**config.mk**
```make
export PLATFORM = sky130hd
export DESIGN_NAME = instr_fetch
export DESIGN_NICKNAME = d
export VERILOG_FILES = /design/src/rtl/instr_fetch.sv
export SDC_FILE = /design/constraint.sdc
export NUM_CORES = 1
export LEC_CHECK = 0
export ABC_AREA = 1
export CORE_MARGIN = 5
export CORE_UTILIZATION = 45
export DETAILED_ROUTE_END_ITERATION = 6
export PLACE_DENSITY = 0.76
export SKIP_CTS_REPAIR_TIMING = 1
export SYNTH_ARGS = -nofsm -noshare
export SYNTH_HDL_FRONTEND = slang
export SYNTH_SLANG_ARGS = --single-unit
```
**constraint.sdc**
```tcl
create_clock -name clk -period 4.77 [get_ports clk]
set_clock_uncertainty 0.15 [all_clocks]
set_input_delay 0.954 -clock clk [delete_from_list [all_inputs] [get_ports clk]]
set_output_delay 0.954 -clock clk [all_outputs]
set_load 0.005 [all_outputs]
```
**src/rtl/instr_fetch.sv**
```systemverilog
// instr_fetch: instruction fetch stage.
// Holds the PC, fetches one 18-bit word at a time over a req/ack memory port and
// presents it to the decoder with a valid/ready handshake. Control redirects
// (jump/call/ret) reload the PC; an outstanding memory request is drained first.
// Optional feature: define FETCH_RAS_EN to add a circular hardware return-address
// stack (RAS_DEPTH entries, power of two, at least 2).
module instr_fetch #(
    parameter int unsigned     PC_W      = 16,
    parameter int unsigned     INSTR_W   = 18,
    parameter logic [PC_W-1:0] RESET_PC  = '0,
    parameter int unsigned     RAS_DEPTH = 4
) (
    input  logic               clk,
    input  logic               rst_n,
    output logic               imem_req,
    output logic [PC_W-1:0]    imem_addr,
    input  logic               imem_ack,
    input  logic [INSTR_W-1:0] imem_rdata,
    output logic [INSTR_W-1:0] instr,
    output logic               instr_valid,
    input  logic               instr_ready,
    output logic [PC_W-1:0]    instr_pc,
    input  logic               redirect,
    input  logic [PC_W-1:0]    redirect_addr,
    input  logic               call_in,
    input  logic               ret_in
);

    typedef enum logic [1:0] {
        S_BOOT,
        S_REQ,
        S_HOLD,
        S_DRAIN
    } state_e;

    state_e             state_q, state_d;
    logic [PC_W-1:0]    pc_q, pc_d;
    logic [PC_W-1:0]    imem_addr_q, imem_addr_d;
    logic               imem_req_q, imem_req_d;
    logic [INSTR_W-1:0] instr_q, instr_d;
    logic [PC_W-1:0]    instr_pc_q, instr_pc_d;
    logic               instr_valid_q, instr_valid_d;

    // The decoder takes the held word this cycle.
    logic               consume;
    // Effective redirect after the RAS (if present) has had its say.
    logic               redir_take;
    logic [PC_W-1:0]    redir_target;

    assign consume = instr_valid_q & instr_ready;

`ifdef FETCH_RAS_EN
    localparam int unsigned PTR_W = (RAS_DEPTH > 1) ? $clog2(RAS_DEPTH) : 1;
    localparam int unsigned CNT_W = $clog2(RAS_DEPTH + 1);

    logic [PC_W-1:0]  ras_mem [RAS_DEPTH];
    logic [PTR_W-1:0] ras_ptr_q, ras_ptr_d;
    logic [CNT_W-1:0] ras_cnt_q, ras_cnt_d;
    logic [PTR_W-1:0] ras_top;
    logic             ras_push;
    logic             ras_pop;

    // ras_ptr points at the next free slot; the top of stack sits just below it.
    assign ras_top  = ras_ptr_q - PTR_W'(1);
    // A RET with a non-empty stack wins over a simultaneous CALL.
    assign ras_pop  = consume & ret_in & (ras_cnt_q != '0);
    assign ras_push = consume & call_in & ~ret_in;

    assign redir_take   = redirect | ras_pop;
    assign redir_target = ras_pop ? ras_mem[ras_top] : redirect_addr;

    // Stack pointer/occupancy update; a push when full wraps over the oldest entry.
    always_comb begin
        ras_ptr_d = ras_ptr_q;
        ras_cnt_d = ras_cnt_q;
        if (ras_pop) begin
            ras_ptr_d = ras_top;
            ras_cnt_d = ras_cnt_q - CNT_W'(1);
        end else if (ras_push) begin
            ras_ptr_d = ras_ptr_q + PTR_W'(1);
            if (ras_cnt_q != CNT_W'(RAS_DEPTH)) begin
                ras_cnt_d = ras_cnt_q + CNT_W'(1);
            end
        end
    end

    // Return-address storage: write the address after the CALL on a push.
    // NOTE: storage has no reset; ras_cnt gates every read, so stale contents are never used.
    always_ff @(posedge clk) begin
        if (ras_push) begin
            ras_mem[ras_ptr_q] <= instr_pc_q + PC_W'(1);
        end
    end

    // Stack pointer and occupancy registers.
    always_ff @(posedge clk or negedge rst_n) begin
        if (!rst_n) begin
            ras_ptr_q <= '0;
            ras_cnt_q <= '0;
        end else begin
            ras_ptr_q <= ras_ptr_d;
            ras_cnt_q <= ras_cnt_d;
        end
    end
`else
    // Without the stack, CALL/RET hints are ignored and control uses redirect only.
    logic unused_ras_hints;
    assign unused_ras_hints = call_in ^ ret_in;
    assign redir_take       = redirect;
    assign redir_target     = redirect_addr;
`endif

    // Next-state and next-output logic for the fetch FSM; outputs follow the next state.
    always_comb begin
        // NOTE: every _d gets a hold default up front, so no path can infer a latch.
        state_d     = state_q;
        pc_d        = pc_q;
        imem_addr_d = imem_addr_q;
        instr_d     = instr_q;
        instr_pc_d  = instr_pc_q;

        unique case (state_q)
            S_BOOT: begin
                state_d     = S_REQ;
                pc_d        = redir_take ? redir_target : pc_q;
                imem_addr_d = redir_take ? redir_target : pc_q;
            end
            S_REQ: begin
                if (redir_take) begin
                    pc_d = redir_target;
                    if (imem_ack) begin
                        // Returned word belongs to the old path: drop it, refetch now.
                        state_d     = S_REQ;
                        imem_addr_d = redir_target;
                    end else begin
                        // Request still in flight: keep the old address until it completes.
                        state_d = S_DRAIN;
                    end
                end else if (imem_ack) begin
                    state_d    = S_HOLD;
                    instr_d    = imem_rdata;
                    instr_pc_d = pc_q;
                    pc_d       = pc_q + PC_W'(1);
                end
            end
            S_HOLD: begin
                if (redir_take) begin
                    state_d     = S_REQ;
                    pc_d        = redir_target;
                    imem_addr_d = redir_target;
                end else if (instr_ready) begin
                    state_d     = S_REQ;
                    imem_addr_d = pc_q;
                end
            end
            S_DRAIN: begin
                pc_d = redir_take ? redir_target : pc_q;
                if (imem_ack) begin
                    state_d     = S_REQ;
                    imem_addr_d = redir_take ? redir_target : pc_q;
                end
            end
            default: begin
                state_d = S_BOOT;
            end
        endcase

        imem_req_d    = (state_d == S_REQ) || (state_d == S_DRAIN);
        instr_valid_d = (state_d == S_HOLD);
    end

    // FSM state, PC and registered outputs.
    always_ff @(posedge clk or negedge rst_n) begin
        if (!rst_n) begin
            state_q       <= S_BOOT;
            pc_q          <= RESET_PC;
            imem_req_q    <= 1'b0;
            imem_addr_q   <= RESET_PC;
            instr_q       <= '0;
            instr_pc_q    <= '0;
            instr_valid_q <= 1'b0;
        end else begin
            // NOTE: non-blocking here so every flop samples pre-edge values.
            state_q       <= state_d;
            pc_q          <= pc_d;
            imem_req_q    <= imem_req_d;
            imem_addr_q   <= imem_addr_d;
            instr_q       <= instr_d;
            instr_pc_q    <= instr_pc_d;
            instr_valid_q <= instr_valid_d;
        end
    end

    assign imem_req    = imem_req_q;
    assign imem_addr   = imem_addr_q;
    assign instr       = instr_q;
    assign instr_pc    = instr_pc_q;
    assign instr_valid = instr_valid_q;

endmodule
```
Word level (Yosys, flattened, before mapping) --
Index checks and enable logic that the tools add are counted.
Word-level totals: register bits 70, word-level logic and storage cells 42
Cells by class: $add $sub $neg 1, equality and inequality tests 11, mux-type cells 17, bitwise logic cells 1, reduce and logical (&&, ||, !) cells 5
Operators with widths (count):
- $mux W16 | 8
- $pmux W16 S4 | 1
- $pmux W16 S2 | 1
- $add A16 B1 Y16 const B | 1
- $mux W2 | 6
- $eq A2 B2 Y1 const B | 4
- $pmux W2 S4 | 1
- $ne A2 B2 Y1 const B | 3
- $ne A3 B3 Y1 const B | 2
- $eq A2 B1 Y1 const B | 2
- $reduce_and A4 Y1 | 1
- $reduce_and A3 Y1 | 1
- $reduce_or A3 Y1 | 1
- $logic_not A2 Y1 | 1
- $logic_or A1 B1 Y1 | 1
- $not A1 Y1 | 1

Longest topological paths before layout --
depth in word-level cells 5, gate-level depth with buffers 10, gate-level depth less buffers 10

Least setup slack after synthesis --
Ideal clock, no wire load.
path type in2reg, start in redirect, end reg pc_q[9], data arrival time 1901 ps, path slack 2602 ps, stages 9, buffers on the path 1, cells stage by stage buf_4 -> inv_1 -> nand3_2 -> nor2_1 -> nand2_1 -> nor2_1 -> nand2_1 -> nand3_1 -> nand2_1
Between the ends: word-level cells in the longest chain between the ends 2, elaborated cells on any way between the ends 4, those cells by class 1 x eq/ne; 3 x mux
RTL lines:
- from (decl) | RTL line 23 | input logic redirect,
- $mux W16 (on tied branches)
- $pmux W16 S2 | RTL line 122 | unique case (state_q)
- to (signal assigned) | RTL line 185 | pc_q <= pc_d;
- to (decl) | RTL line 37 | logic [PC_W-1:0] pc_q, pc_d;
Several ways; a longest one is shown, not always the timed one. A chain may end at the register's enable or synchronous reset.

Worst setup path after layout --
Same ends and word-level chain as after synthesis.

==> out/metrics.json <==
{
  "timing.critical_path.to_type": "flop",
  "cts_buffers": 9,
  "tritoncts": "yes",
  "finalCriticalPeriod_ps": 3240,
  "postSynthCellCount": 384,
  "arrival_ps": 3330,
  "core_region_area_sq_mm": 0.00721,
  "ys_top_cells_by_count": "sky130_fd_sc_hd__nand2_1 (107), sky130_fd_sc_hd__dfrtp_1 (70), sky130_fd_sc_hd__o21ai_0 (54), sky130_fd_sc_hd__inv_1 (37), sky130_fd_sc_hd__nor2_1 (24)",
  "grt_pass1_wl_microns": 13900,
  "synthesis.yosys.warnings": 0,
  "root_buffer": "sky130_fd_sc_hd__clkbuf_8",
  "synth-async-reset-ratio": 1.00,
  "detailed_place_hpwl_microns": 6050,
  "grt.overflow.total": 0,
  "drt-pass1-iter-count": 5,
  "portion_of_the_post_synthesis_area_used_by_sequential_elements": 0.528,
  "fp.dieArea_sq_mm": 0.00919,
  "timing.rr.start": "state_q[0]",
  "die_width_microns": 95.9,
  "crit_share_post_route": 0.680,
  "max_slew.worst_pin.slew_ps": 1100,
  "p_total_mw": 2.42,
  "row_count": 31,
  "place.port_buffers": 90,
  "slew_violations": 0,
  "syn_area_per_cell_sq_um": 8.64,
  "irDropWorstVdd_mv": 0.280,
  "synth.ff_latch_count": 70,
  "post_synth_main_area_contributors": "sky130_fd_sc_hd__dfrtp_1 (53%), sky130_fd_sc_hd__nand2_1 (12%), sky130_fd_sc_hd__o21ai_0 (8.1%)",
  "drv.max_cap_violation_count": 0,
  "synth_flop_cell": "sky130_fd_sc_hd__dfrtp_1",
  "cp_data_required_time_ps": 4850,
  "synthDominantAreaCellType": "sky130_fd_sc_hd__dfrtp_1",
  "cts.sinks": 70,
  "timing.slew.headroom": 0.264,
  "initial_core_utilization": 0.460,
  "finalNetCount": 514,
  "fp.dieH_microns": 95.9,
  "path_max_fanout": 17,
  "drt_drc_violations_left": 0,
  "report.final.setup_viol": 0,
  "fin_hold_ws_ps": 330,
  "drive_gt1_frac": 0.0545,
  "timing.critical_path.from": "redirect",
  "fillerInstances": 623,
  "finalCoreUtilization": 0.617,
  "worst_skew_pair_later_pin_latency_ps": 350,
  "track_usage": 0.196,
  "synth_cell_types": 31,
  "power.static_leakage_nw": 1.99,
  "synth_area_sq_mm": 0.00332,
  "cts-htree-levels": 3,
  "hold_class": "reg2reg",
  "place_area_sq_mm": 0.00428,
  "clk_pin_slew_ps": 70,
  "antennaDiodeCount": 0,
  "cts.path.max_buffers": 2,
  "setup_repair_after_global_routing_missed_its_margin": "false",
  "grt_start_max_net_pins": 52,
  "grt_antenna_before_repair": 0,
  "viasPerCell": 4.97,
  "hold_viol": 0,
  "drt_first_iter_violations": 281,
  "ratio_of_total_power_to_cell_area_mw_per_mm2": 544,
  "vias": 2863,
  "design_area_sq_mm": 0.00445,
  "summed_negative_setup_slack_over_all_endpoints_ps": 0,
  "netlist.area_leader.share": 0.528,
  "synth_nets": 426,
  "routed_wire_length_per_instance_microns": 14.2,
  "syn_to_final_growth_pct": 34.2,
  "maxClockFrequency_ghz": 0.308,
  "place_congestion": 0.909,
  "crit_type": "in2reg",
  "critical_path_startpoint_category": "input port",
  "holdCritStartpoint": "pc_q[15]",
  "status": "complete, no violations",
  "first_global_vias": 2855,
  "synth-edff-count": 0,
  "synthMostInstantiatedCell": "sky130_fd_sc_hd__nand2_1",
  "detail_route.wirelength_microns": 8180,
  "design.portCount": 93,
  "postRouteAntennaNets": 0
}
path summary, 6_finish.rpt:
check                            endpoint  slack [ps]  depth (start not counted)
worst max-delay path              pc_q[9]        1530                         10
min in group asynchronous       instr[11]         660                          1
max in group asynchronous         pc_q[6]        2930                          2
worst min register to register   pc_q[15]         330                          2
worst max register to register    pc_q[6]        2460                          7
worst min-delay path             pc_q[15]         330                          2
cell type report:
cell class / count / area, sq um / share of cell area
clock buffer: 12 / 145 / 0.0326
inverter: 39 / 146 / 0.0329
tap: 99 / 124 / 0.0278
multi-input combinational: 259 / 1340 / 0.302
timing repair buffer: 93 / 918 / 0.206
sequential: 70 / 1750 / 0.393
clock inverter: 4 / 22.5 / 0.00506
power breakdown:
part	internal, mW	leakage [nW]	total [mW]	switching [mW]
Combinational	0.569	1.07	1.00	0.430
Sequential	0.848	0.833	1.00	0.155
Clock	0.200	0.0861	0.419	0.219
routing by layer:
layer | vias to the layer above | routed length, microns | GRT usage
li1 | 1429 | - | -
met1 | 1338 | 3740 | 0.263
met2 | 86 | 3920 | 0.307
met3 | 10 | 419 | 0.0414
met4 | 0 | 99 | 0.0806
met5 | - | 0 | 0
placed cells by master, fill, tap and decap left out, types with 2 or more instances in the layout:
cell type / n
sky130_fd_sc_hd__nor3_1: 2
sky130_fd_sc_hd__o21bai_1: 2
sky130_fd_sc_hd__a21oi_1: 2
sky130_fd_sc_hd__o21ai_1: 2
sky130_fd_sc_hd__clkbuf_1: 2
sky130_fd_sc_hd__buf_4: 3
sky130_fd_sc_hd__nand2_2: 2
sky130_fd_sc_hd__nand2_1: 107
sky130_fd_sc_hd__nor2_4: 2
sky130_fd_sc_hd__clkinv_2: 3
sky130_fd_sc_hd__nor2_1: 24
sky130_fd_sc_hd__clkdlybuf4s50_1: 89
sky130_fd_sc_hd__nand3_1: 14
sky130_fd_sc_hd__o22ai_1: 6
sky130_fd_sc_hd__mux2_1: 18
sky130_fd_sc_hd__o21ai_0: 54
sky130_fd_sc_hd__nand4_1: 2
sky130_fd_sc_hd__inv_1: 37
sky130_fd_sc_hd__o21a_1: 12
sky130_fd_sc_hd__dfrtp_1: 70
sky130_fd_sc_hd__clkbuf_8: 10
sequential cells by signal (all words and copies together), names as in the netlist:
name and flops:
instr 18, imem_req 1, pc_q 16, instr_pc 16, imem_addr 16, instr_valid 1
state_q 2
cell families after synthesis:
| group | share of synthesized area |
|---|---|
| adders and majority gates | 0.00377 |
| muxes | 0.0645 |
| buffers and inverters | 0.0668 |
| and+or+nand+nor | 0.192 |
| DFF | 0.528 |
| AOI/OAI and AO/OA | 0.145 |
stage by stage:
stage                     cells  worst slack, ps
after floorplan             384             2600
after global placement      560             1210
after detailed placement    560             1220
after CTS                   576             1590
after global routing        576             1330
final                       576             1530
critical path: stages:
cell	delay, ps
sky130_fd_sc_hd__clkdlybuf4s50_1	650
sky130_fd_sc_hd__buf_4	320
sky130_fd_sc_hd__inv_1	330
sky130_fd_sc_hd__nand3_2	210
sky130_fd_sc_hd__nor2_1	420
sky130_fd_sc_hd__nand2_1	130
sky130_fd_sc_hd__nor2_1	120
sky130_fd_sc_hd__nand2_1	60
sky130_fd_sc_hd__nand3_1	70
sky130_fd_sc_hd__nand2_1	60
Power figures use the tool's default switching activity.
